--- src/rtl/load_use_stall_ctrl_pkg.sv ---
// Shared pipeline constants and the state encoding for the load-use stall controller.
package load_use_stall_ctrl_pkg;

  localparam int REG_ADDR_W      = 5;
  localparam int EX_LOAD_STALL   = 2;
  localparam int LSU1_LOAD_STALL = 1;
  localparam int CNT_W           = 2;

  typedef enum logic [1:0] {
    IDLE      = 2'd0,
    STALL     = 2'd1,
    WAIT_DATA = 2'd2,
    RELEASE   = 2'd3
  } state_t;

endpackage

--- src/rtl/load_use_stall_ctrl.sv ---
// Holds IF/ID and bubbles EX on a load-use hazard until the load's data is valid in LSU2,
// then pulses per-operand LSU2 forward hits back to ID for one cycle.
module load_use_stall_ctrl #(
  parameter int REG_ADDR_W      = load_use_stall_ctrl_pkg::REG_ADDR_W,
  parameter int EX_LOAD_STALL   = load_use_stall_ctrl_pkg::EX_LOAD_STALL,
  parameter int LSU1_LOAD_STALL = load_use_stall_ctrl_pkg::LSU1_LOAD_STALL,
  parameter int CNT_W           = load_use_stall_ctrl_pkg::CNT_W
) (
  input  logic                  clk,
  input  logic                  resetn,
  input  logic                  forward_req_i,
  input  logic                  req_src_ex_i,
  input  logic [REG_ADDR_W-1:0] ex_w_reg_dst,
  input  logic [REG_ADDR_W-1:0] lsu1_w_reg_dst,
  input  logic [REG_ADDR_W-1:0] id_rs,
  input  logic [REG_ADDR_W-1:0] id_rt,
  input  logic                  lsu2_data_ok_i,
  input  logic                  pipe_stall_i,
  input  logic                  flush_i,
  output logic                  id_stall_o,
  output logic                  ex_bubble_o,
  output logic                  fwd_rs_lsu2_o,
  output logic                  fwd_rt_lsu2_o,
  output logic                  busy_o
);

  import load_use_stall_ctrl_pkg::*;

  state_t                  state;
  logic [CNT_W-1:0]        cnt;
  logic [REG_ADDR_W-1:0]   ld_dst;
  logic                    armed;
  logic [REG_ADDR_W-1:0]   sel_dst;
  logic [CNT_W-1:0]        cnt_init;
  logic                    accept;
  logic                    holding;

  // armed keeps the controller silent on the first cycle after reset release
  assign sel_dst  = req_src_ex_i ? ex_w_reg_dst : lsu1_w_reg_dst;
  assign cnt_init = req_src_ex_i ? CNT_W'(EX_LOAD_STALL - 1) : CNT_W'(LSU1_LOAD_STALL - 1);
  assign accept   = (state == IDLE) && armed && !pipe_stall_i && forward_req_i &&
                    !flush_i && (sel_dst != '0);
  assign holding  = (state == STALL) || (state == WAIT_DATA);

  assign id_stall_o    = !flush_i && (holding || accept);
  assign ex_bubble_o   = !flush_i && (holding || accept);
  assign fwd_rs_lsu2_o = !flush_i && (state == RELEASE) && (id_rs == ld_dst);
  assign fwd_rt_lsu2_o = !flush_i && (state == RELEASE) && (id_rt == ld_dst);
  assign busy_o        = (state != IDLE);

  // Flush wins even over a global freeze; otherwise nothing moves while frozen
  always_ff @(posedge clk or negedge resetn) begin
    if (!resetn) begin
      state  <= IDLE;
      cnt    <= '0;
      ld_dst <= '0;
      armed  <= 1'b0;
    end else begin
      armed <= 1'b1;
      if (flush_i) begin
        state <= IDLE;
        cnt   <= '0;
      end else if (!pipe_stall_i) begin
        case (state)
          IDLE: begin
            if (accept) begin
              ld_dst <= sel_dst;
              cnt    <= cnt_init;
              state  <= (cnt_init != '0) ? STALL : WAIT_DATA;
            end
          end
          STALL: begin
            cnt <= cnt - CNT_W'(1);
            if (cnt == CNT_W'(1)) state <= WAIT_DATA;
          end
          WAIT_DATA: begin
            if (lsu2_data_ok_i) state <= RELEASE;
          end
          RELEASE: begin
            state <= IDLE;
          end
          default: begin
            state <= IDLE;
          end
        endcase
      end
    end
  end

  cnt_no_wrap: assert property (@(posedge clk) disable iff (!resetn)
                                (state == STALL) |-> (cnt != '0));

endmodule

--- config.mk ---
export PLATFORM = sky130hd
export DESIGN_NAME = load_use_stall_ctrl
export DESIGN_NICKNAME = d
export VERILOG_FILES = /design/src/rtl/load_use_stall_ctrl_pkg.sv /design/src/rtl/load_use_stall_ctrl.sv
export SDC_FILE = /design/constraint.sdc
export NUM_CORES = 1
export LEC_CHECK = 0
export BUFFER_PORTS_ARGS = -buffer_cell sky130_fd_sc_hd__buf_2
export CORE_AREA = 2 2 46 48
export CTS_CLUSTER_DIAMETER = 200
export DETAILED_ROUTE_END_ITERATION = 8
export DIE_AREA = 0 0 48 50
export MAX_ROUTING_LAYER = met4
export PLACE_DENSITY = 0.73
export SETUP_SLACK_MARGIN = 0.5
export SYNTH_ARGS = -nofsm -noshare
export SYNTH_HDL_FRONTEND = slang
export SYNTH_SLANG_ARGS = --single-unit
--- constraint.sdc ---
create_clock -name clk -period 2 [get_ports clk]
set_input_delay 0 -clock clk [delete_from_list [all_inputs] [get_ports clk]]
set_output_delay 0 -clock clk [all_outputs]
set_load 0.01 [all_outputs]
Word-level counts from Yosys, hierarchy flattened

Index checks and enable logic that the tools add are counted.

Bits in registers: 10
Bits of input ports: 27
Output and inout bits: 5
Word-level logic and storage cells: 51

Add/sub/neg operators: 1
Equal/unequal tests: 10
Mux-type cells: 13
Bitwise operators: 2
Reduce and logical (&&, ||, !) cells: 21

Operator list:

| kind                | count |
|---|---|
| $mux 2              | 9 |
| $eq 5x5->1          | 2 |
| $logic_and 1x1->1   | 9 |
| $pmux 2 s4          | 1 |
| $reduce_and 4->1    | 2 |
| $ne 3x3->1 const B  | 2 |
| $mux 5              | 1 |
| $reduce_bool 5->1   | 1 |
| $eq 2x1->1 const B  | 2 |
| $eq 2x2->1 const B  | 2 |
| $pmux 2 s2          | 1 |
| $reduce_bool 2->1   | 2 |
| $ne 3x2->1 const B  | 1 |
| $reduce_and 3->1    | 1 |
| $reduce_bool 3->1   | 1 |
| $logic_not 1->1     | 2 |
| $logic_not 2->1     | 1 |
| $logic_or 1x1->1    | 2 |
| $ne 2x1->1 const B  | 1 |
| $not 1->1           | 2 |
| $sub 2x1->2 const B | 1 |
| $mux 1              | 1 |

Longest topological paths before layout

Gate-level depths: netlist of the first run.

Depth after elaboration: 10
Mapped depth: 8
Depth with buffers taken out: 7

Worst setup path after synthesis of the first run

OpenSTA, ideal clock, no wires.

Path type: register -> output
From: register state[0]
To: output id_stall_o
Arrival time: 2073 ps
Required time: 2000 ps
Slack: -73 ps
Stages on the path, launching flop included: 9
Buffers on the path: 1
Path through: dfrtp_1 > inv_1 > ha_1 > inv_1 > or4_1 > a21oi_2 > nor2_1 > nor2_1 > buf_4

Cells in the longest elaborated chain, start to end: 8
Elaborated cells on any way between the ends: 11
Classes of those cells: eq/ne: 2; reduce/logical: 9

Ends and longest elaborated chain:

| what                            | line                      | text |
|---|---|---|
| start, declared                 | load_use_stall_ctrl.sv:29 | `state_t state;` |
| start signal, assigned          | load_use_stall_ctrl.sv:69 | `state <= (cnt_init != '0) ? STALL : WAIT_DATA;` |
| $logic_not 2->1                 | load_use_stall_ctrl.sv:41 | `assign accept = (state == IDLE) && armed && !pipe_stall_i && forward_req_i &&` |
| $logic_and 1x1->1 (4 in series) | load_use_stall_ctrl.sv:41 |  |
| $logic_and 1x1->1               | load_use_stall_ctrl.sv:42 | `!flush_i && (sel_dst != '0);` |
| $logic_or 1x1->1 (*)            | --                        |  |
| $logic_and 1x1->1 (*)           | --                        |  |
| end, declared                   | load_use_stall_ctrl.sv:20 | `output logic id_stall_o,` |

Mark *: on every way between the ends. The rest lies on a longest branch, timed or not.

Worst setup path after layout of the first run

From: register state[0]
To: output ex_bubble_o

Cells in the longest elaborated chain, start to end: 8
Elaborated cells on any way between the ends: 11
Classes of those cells: eq/ne: 2; reduce/logical: 9

Ends and longest elaborated chain:

| what                            | line                      | text |
|---|---|---|
| $logic_not 2->1                 | load_use_stall_ctrl.sv:41 |  |
| $logic_and 1x1->1 (4 in series) | load_use_stall_ctrl.sv:41 |  |
| $logic_and 1x1->1               | load_use_stall_ctrl.sv:42 |  |
| $logic_or 1x1->1 (*)            | load_use_stall_ctrl.sv:46 | `assign ex_bubble_o = !flush_i && (holding \|\| accept);` |
| $logic_and 1x1->1 (*)           | load_use_stall_ctrl.sv:46 |  |
| end, declared                   | load_use_stall_ctrl.sv:21 | `output logic ex_bubble_o,` |

Marked as above.

==> impl_metrics.json, run 1 <==
{
  "synth_cell_types": 31,
  "fp.dieH_um": 50,
  "cts_tree": "done",
  "setup_violations": 0,
  "synth_area_leader_cell": "dfrtp_1",
  "syn_inst": 85,
  "cts.sinks": 10,
  "diodes": 0,
  "whs_path_depth": 3,
  "grtUsageTotal": 0.216,
  "post-dp-hpwl_um": 1570,
  "hold_viol": 0,
  "clock-root-buffer": "clkbuf_4",
  "drv_cap": 0,
  "yosysWarnings": 0,
  "yosysSeqAreaShare": 0.301,
  "vias_per_cell": 5.19,
  "antenna_found_initial": 0,
  "synth_top_family_by_area": "compound AO/OA/AOI/OAI gates",
  "synth-xor-area-share": 0.105,
  "gp_congestion": 0.766,
  "dr.pass1.iters": 4,
  "drive_above_1_share": 0.477,
  "synthFlopType": "dfrtp_1",
  "vias": 815,
  "p_sw_frac": 0.407,
  "nets": 165,
  "slew_viol_final": 0,
  "cts-buffers-inserted": 3,
  "synthSimpleGateAreaFrac": 0.169,
  "ios": 32,
  "yosys.area_share.adder": 0.0904,
  "ir_drop_mv": 0.764,
  "rrSetupSlack_ns": 0.24,
  "timing.setup.tns_ns": 0,
  "layout_setup_ws_ns": 0.0851,
  "grt_pass1_vias": 775,
  "critPathMaxFanout": 4,
  "synth_seq_cells": 10,
  "post-place-ws_ns": 0.221,
  "async_flop_share": 1.00,
  "pwr_density_cell_nw_per_um2": 1150,
  "dr.first_iter.drc_count": 10,
  "finClkSkew_ns": 0.00189,
  "clk_path_buf_depth": 2,
  "grt_pass1_wl_um": 3540,
  "rr_worst_depth": 8,
  "maxClockFrequency_mhz": 522,
  "status": "completed",
  "htreeDepth": 1,
  "synth_top_area_share": 0.301,
  "yosys-top-cells-area": "dfrtp_1, ha_1, mux2i_1, xnor2_1, a21oi_1",
  "wl_per_cell_um": 13.8,
  "clkTransAtPathRegs_ns": 0.07,
  "seq_area_um2": 250,
  "die_width_um": 48,
  "synthesis.area_um2": 831,
  "syn_nets": 118,
  "p_int_mw": 0.805,
  "flow.area_growth_from_synthesis_pct": 42.2,
  "required_ns": 2.00,
  "arrival_ns": 1.91,
  "p_total_mw": 1.36,
  "synth_most_common_cell": "dfrtp_1",
  "core_area_um2": 1900,
  "fill_cells": 173,
  "grt.overflow.total": 0,
  "switching_power_mw": 0.552,
  "min_period_ns": 1.91,
  "hold_class": "in2reg",
  "antenna_left": 0,
  "cp-start-kind": "flip-flop",
  "drc": 0,
  "synth_edf_count": 0,
  "rows": 16,
  "place_inst": 140,
  "synth_commonest_cells": "dfrtp_1, xnor2_1, inv_1, mux2i_1",
  "min_period_over_period": 0.957,
  "comb_power_share": 0.611,
  "synth_compound_area_frac": 0.185,
  "port_buffers": 31,
  "muxShareOfSynthArea": 0.0843,
  "start_util": 0.437,
  "rsz0062_at_grt": "true",
  "critPathCaptureType": "output pin",
  "synth_area_per_cell_um2": 9.77,
  "pwr-share-clk": 0.109,
  "leakage_nw": 0.558,
  "grt_max_degree": 14,
  "routed_wl_um": 2170,
  "dieArea_um2": 2400,
  "clk_latency_ns": 0.28,
  "seqPwrFrac": 0.280,
  "crit_type": "reg2out",
  "multi_input_area_um2": 579,
  "layout.cells.non_filler": 157
}
power by group through the flow:
stage               Combinational, mW  Sequential, mW  Clock, mW
detailed placement              0.601           0.390          0
floorplan                       0.476           0.363          0
finish                          0.829           0.380      0.148
global placement                0.583           0.382          0
CTS                             0.775           0.377      0.150
global route                    0.909           0.397      0.159
kinds of logic after synthesis:
| logic type | Yosys count |
|---|---|
| simple gates | 23 |
| compound gates | 18 |
| xor+xnor | 10 |
| flops | 10 |
| buf+inv | 10 |
| mux | 7 |
| fa+ha+maj | 6 |
| other cells | 1 |
layout make-up:
cell class | count | area share
clock buffers | 3 | 0.0191
repair buffers | 45 | 0.226
multi-input cells | 65 | 0.490
flip-flops and latches | 10 | 0.212
inverters | 7 | 0.0244
well taps | 27 | 0.0286
path summary, 6_finish.rpt:
| path | start | to |
|---|---|---|
| max | state[0]$_DFFE_PN0P_ | ex_bubble_o |
| min | ex_w_reg_dst[0] | ld_dst[0]$_DFFE_PN0P_ |
| max reg2reg | state[0]$_DFFE_PN0P_ | ld_dst[3]$_DFFE_PN0P_ |
| min reg2reg | cnt[1]$_DFFE_PN0P_ | cnt[1]$_DFFE_PN0P_ |
| max in group asynchronous | resetn | armed$_DFF_PN0_ |
| min in group asynchronous | resetn | state[0]$_DFFE_PN0P_ |
critical path, cell delays in order (launching register included):
cell	delay (ns)
dfrtp_1	0.39
inv_2	0.09
ha_4	0.16
inv_4	0.03
or4_4	0.52
a21oi_4	0.15
nor2_2	0.05
nor2_2	0.11
buf_2	0.14
metrics by stage:
| step | cell area, um^2 | utilization | hold slack (ns) |
|---|---|---|---|
| finish | 1180 | 0.621 | 0.0414 |
| global route | 1180 | 0.621 | 0.0671 |
| CTS | 1160 | 0.610 | 0.0515 |
| detailed placement | 1020 | 0.539 | -0.116 |
| global placement | 1020 | 0.539 | -0.124 |
| floorplan | 860 | - | -0.296 |
layer usage:
layer	part of all wire	routed length [um]	vias up	global-route usage
met5	0	0	-	-
met4	0.024	52	0	0.117
met3	0.057	123	5	0.0330
met2	0.53	1150	34	0.336
met1	0.39	847	388	0.259
li1	-	-	388	-
placed cells by master (no fill, tap or decap), types with 2 or more instances in the layout:
cell type	Yosys	routed
o21ai_0	4	3
mux2i_1	7	7
ha_1	6	5
nand4_1	2	2
inv_1	7	4
xnor2_1	8	8
nor2_1	5	3
buf_2	1	31
or4_4	1	2
a21oi_4	0	2
or4b_1	2	2
dfrtp_1	10	10
nor2_2	0	2
nor3_1	3	3
buf_4	1	12
nor4b_1	2	2
nand2_1	3	3
a21oi_1	6	5
xor2_1	2	2
clkbuf_4	0	3
inv_2	0	2
state kept, by name, summed over array words and instances (netlist names):
register  cells
ld_dst        5
cnt           2
state         2
armed         1
timing repair:
action / CTS / global route
hold buffers: 1 / 0
cloned: 0 / 0
pin swaps: 7 / 0
endpoints found under the setup margin: 11 / 11
gates resized for setup: 4 / 3
buffers inserted: 11 / 2
hold endpoints to repair: 10 / 0
(Power assumes the default switching activity.)
==> inputs of run 2 (changes only) <==
==> constraint.sdc (replaced) <==
create_clock -name clk -period 1.8 [get_ports clk]
set_input_delay 0 -clock clk [delete_from_list [all_inputs] [get_ports clk]]
set_output_delay 0 -clock clk [all_outputs]
set_load 0.01 [all_outputs]
==> run 2 against run 1 <==
Against the previous run:
- the flow now finishes with violations (negative setup slack)
- sequential power rose by 11%
- die area is the same
- critical path depth unchanged
- register-to-register slack worse by 0.31 ns
- first-iteration DRC count down 30%
- combinational power increased by 41%
- clock skew rose by 0.00064 ns
- utilization rose by 9.7 points
- largest power group unchanged
==> impl_metrics.json, run 2 (synthesis gave the netlist of run 1 again) <==
{
  "post-dp-hpwl_um": 1550,
  "p_sw_frac": 0.396,
  "violations": "negative setup slack",
  "slew_viol_final": 0,
  "critPathCaptureType": "output pin",
  "drc": 0,
  "fp.dieH_um": 50,
  "clkTransAtPathRegs_ns": 0.08,
  "status": "complete, but fails checks",
  "layout_setup_ws_ns": -0.0872,
  "antenna_found_initial": 0,
  "arrival_ns": 1.89,
  "switching_power_mw": 0.718,
  "htreeDepth": 1,
  "drive_above_1_share": 0.603,
  "crit_type": "reg2out",
  "ios": 32,
  "vias": 856,
  "layout_common_cells": "buf_2, buf_4, xnor2_1, dfrtp_1",
  "largest_reg_flops": 5,
  "finClkSkew_ns": 0.00252,
  "gp_congestion": 0.746,
  "dieArea_um2": 2400,
  "diodes": 0,
  "clk_latency_ns": 0.28,
  "ir_drop_mv": 0.910,
  "grt_pass1_wl_um": 3470,
  "port_buffers": 31,
  "die_width_um": 48,
  "hold_class": "in2reg",
  "hold_viol": 0,
  "grtUsageTotal": 0.212,
  "cts.sinks": 10,
  "reg_top3": "ld_dst x5, cnt x2, state x2",
  "cts-buffers-inserted": 3,
  "cp-start-kind": "flip-flop",
  "grt_pass1_vias": 826,
  "seqPwrFrac": 0.233,
  "final_common_cell": "buf_2",
  "leakage_nw": 0.631,
  "dr.first_iter.drc_count": 7,
  "grt_max_degree": 14,
  "start_util": 0.437,
  "min_period_over_period": 1.05,
  "p_int_mw": 1.09,
  "rows": 16,
  "flow.area_growth_from_synthesis_pct": 64.3,
  "critPathMaxFanout": 2,
  "required_ns": 1.80,
  "vias_per_cell": 5.10,
  "comb_power_share": 0.646,
  "pwr_density_cell_nw_per_um2": 1330,
  "grt.overflow.total": 0,
  "rrSetupSlack_ns": -0.07,
  "setup_violations": 6,
  "regMostFlops": "ld_dst",
  "cts_tree": "done",
  "min_period_ns": 1.89,
  "pwr-share-clk": 0.122,
  "rsz0062_at_grt": "true",
  "core_area_um2": 1900,
  "p_total_mw": 1.81,
  "wl_per_cell_um": 15.2,
  "drv_cap": 0,
  "nets": 175,
  "clock-root-buffer": "clkbuf_4",
  "routed_wl_um": 2560,
  "clk_path_buf_depth": 2,
  "post-place-ws_ns": 0.000492,
  "dr.pass1.iters": 4,
  "maxClockFrequency_mhz": 530,
  "antenna_left": 0
}
==> run 2: power groups by stage <==
stage          Clock [mW]  Sequential (mW)  Combinational (mW)
6_report            0.220            0.422                1.17
3_5_place_dp            0            0.427               0.685
3_3_place_gp            0            0.420               0.664
4_1_cts             0.220            0.418               0.839
5_1_grt             0.232            0.435                1.25
2_1_floorplan           0            0.403               0.529
==> run 2: final timing paths <==
path | start | depth (start not counted) | to
worst max-delay path | state[0]$_DFFE_PN0P_ | 8 | ex_bubble_o
worst min-delay path | ex_w_reg_dst[0] | 3 | ld_dst[0]$_DFFE_PN0P_
worst max register to register | state[0]$_DFFE_PN0P_ | 10 | ld_dst[4]$_DFFE_PN0P_
worst min register to register | cnt[1]$_DFFE_PN0P_ | 2 | cnt[1]$_DFFE_PN0P_
max in group asynchronous | resetn | 2 | ld_dst[4]$_DFFE_PN0P_
min in group asynchronous | resetn | 2 | armed$_DFF_PN0_
==> run 2: final cells by class <==
cell class / count / area (um^2)
inverter: 7 / 28.8
clock buffer: 4 / 36.3
fill: 134 / 537
timing repair buffer: 55 / 372
multi-input combinational: 65 / 642
sequential: 10 / 253
tap: 27 / 33.8
==> run 2: metrics by stage <==
step	cell area, um^2	hold slack [ns]	utilization	std cells	setup TNS (ns)
floorplan	860	-0.296	-	85	0
global placement	1030	-0.126	0.543	141	0
detailed placement	1030	-0.123	0.543	141	0
CTS	1190	0.0486	0.624	156	-0.297
global route	1370	0.0585	0.718	168	-0.988
finish	1370	0.0436	0.718	168	-0.396
==> run 2: timing repair <==
action,in CTS,in global routing
buffers inserted,10,12
hold buffers,1,0
pin swaps,4,8
gates resized for setup,10,21
hold endpoints to repair,10,0
endpoints found under the setup margin,13,13
==> run 2: routing by layer <==
metal | GRT usage | part of all wire | vias to the layer above | routed length (um)
li1 | - | - | 414 | -
met1 | 0.251 | 0.43 | 403 | 1100
met3 | 0.0366 | 0.040 | 9 | 102
met5 | - | 0 | - | 0
met2 | 0.309 | 0.49 | 30 | 1260
met4 | 0.153 | 0.036 | 0 | 93
==> run 2: worst max-delay path, stage by stage, from the launching register on <==
cell	delay, ns
dfrtp_1	0.39
inv_2	0.09
ha_4	0.15
inv_4	0.03
or4_4	0.50
a21oi_4	0.17
nor2_2	0.05
nor2_2	0.09
buf_2	0.14
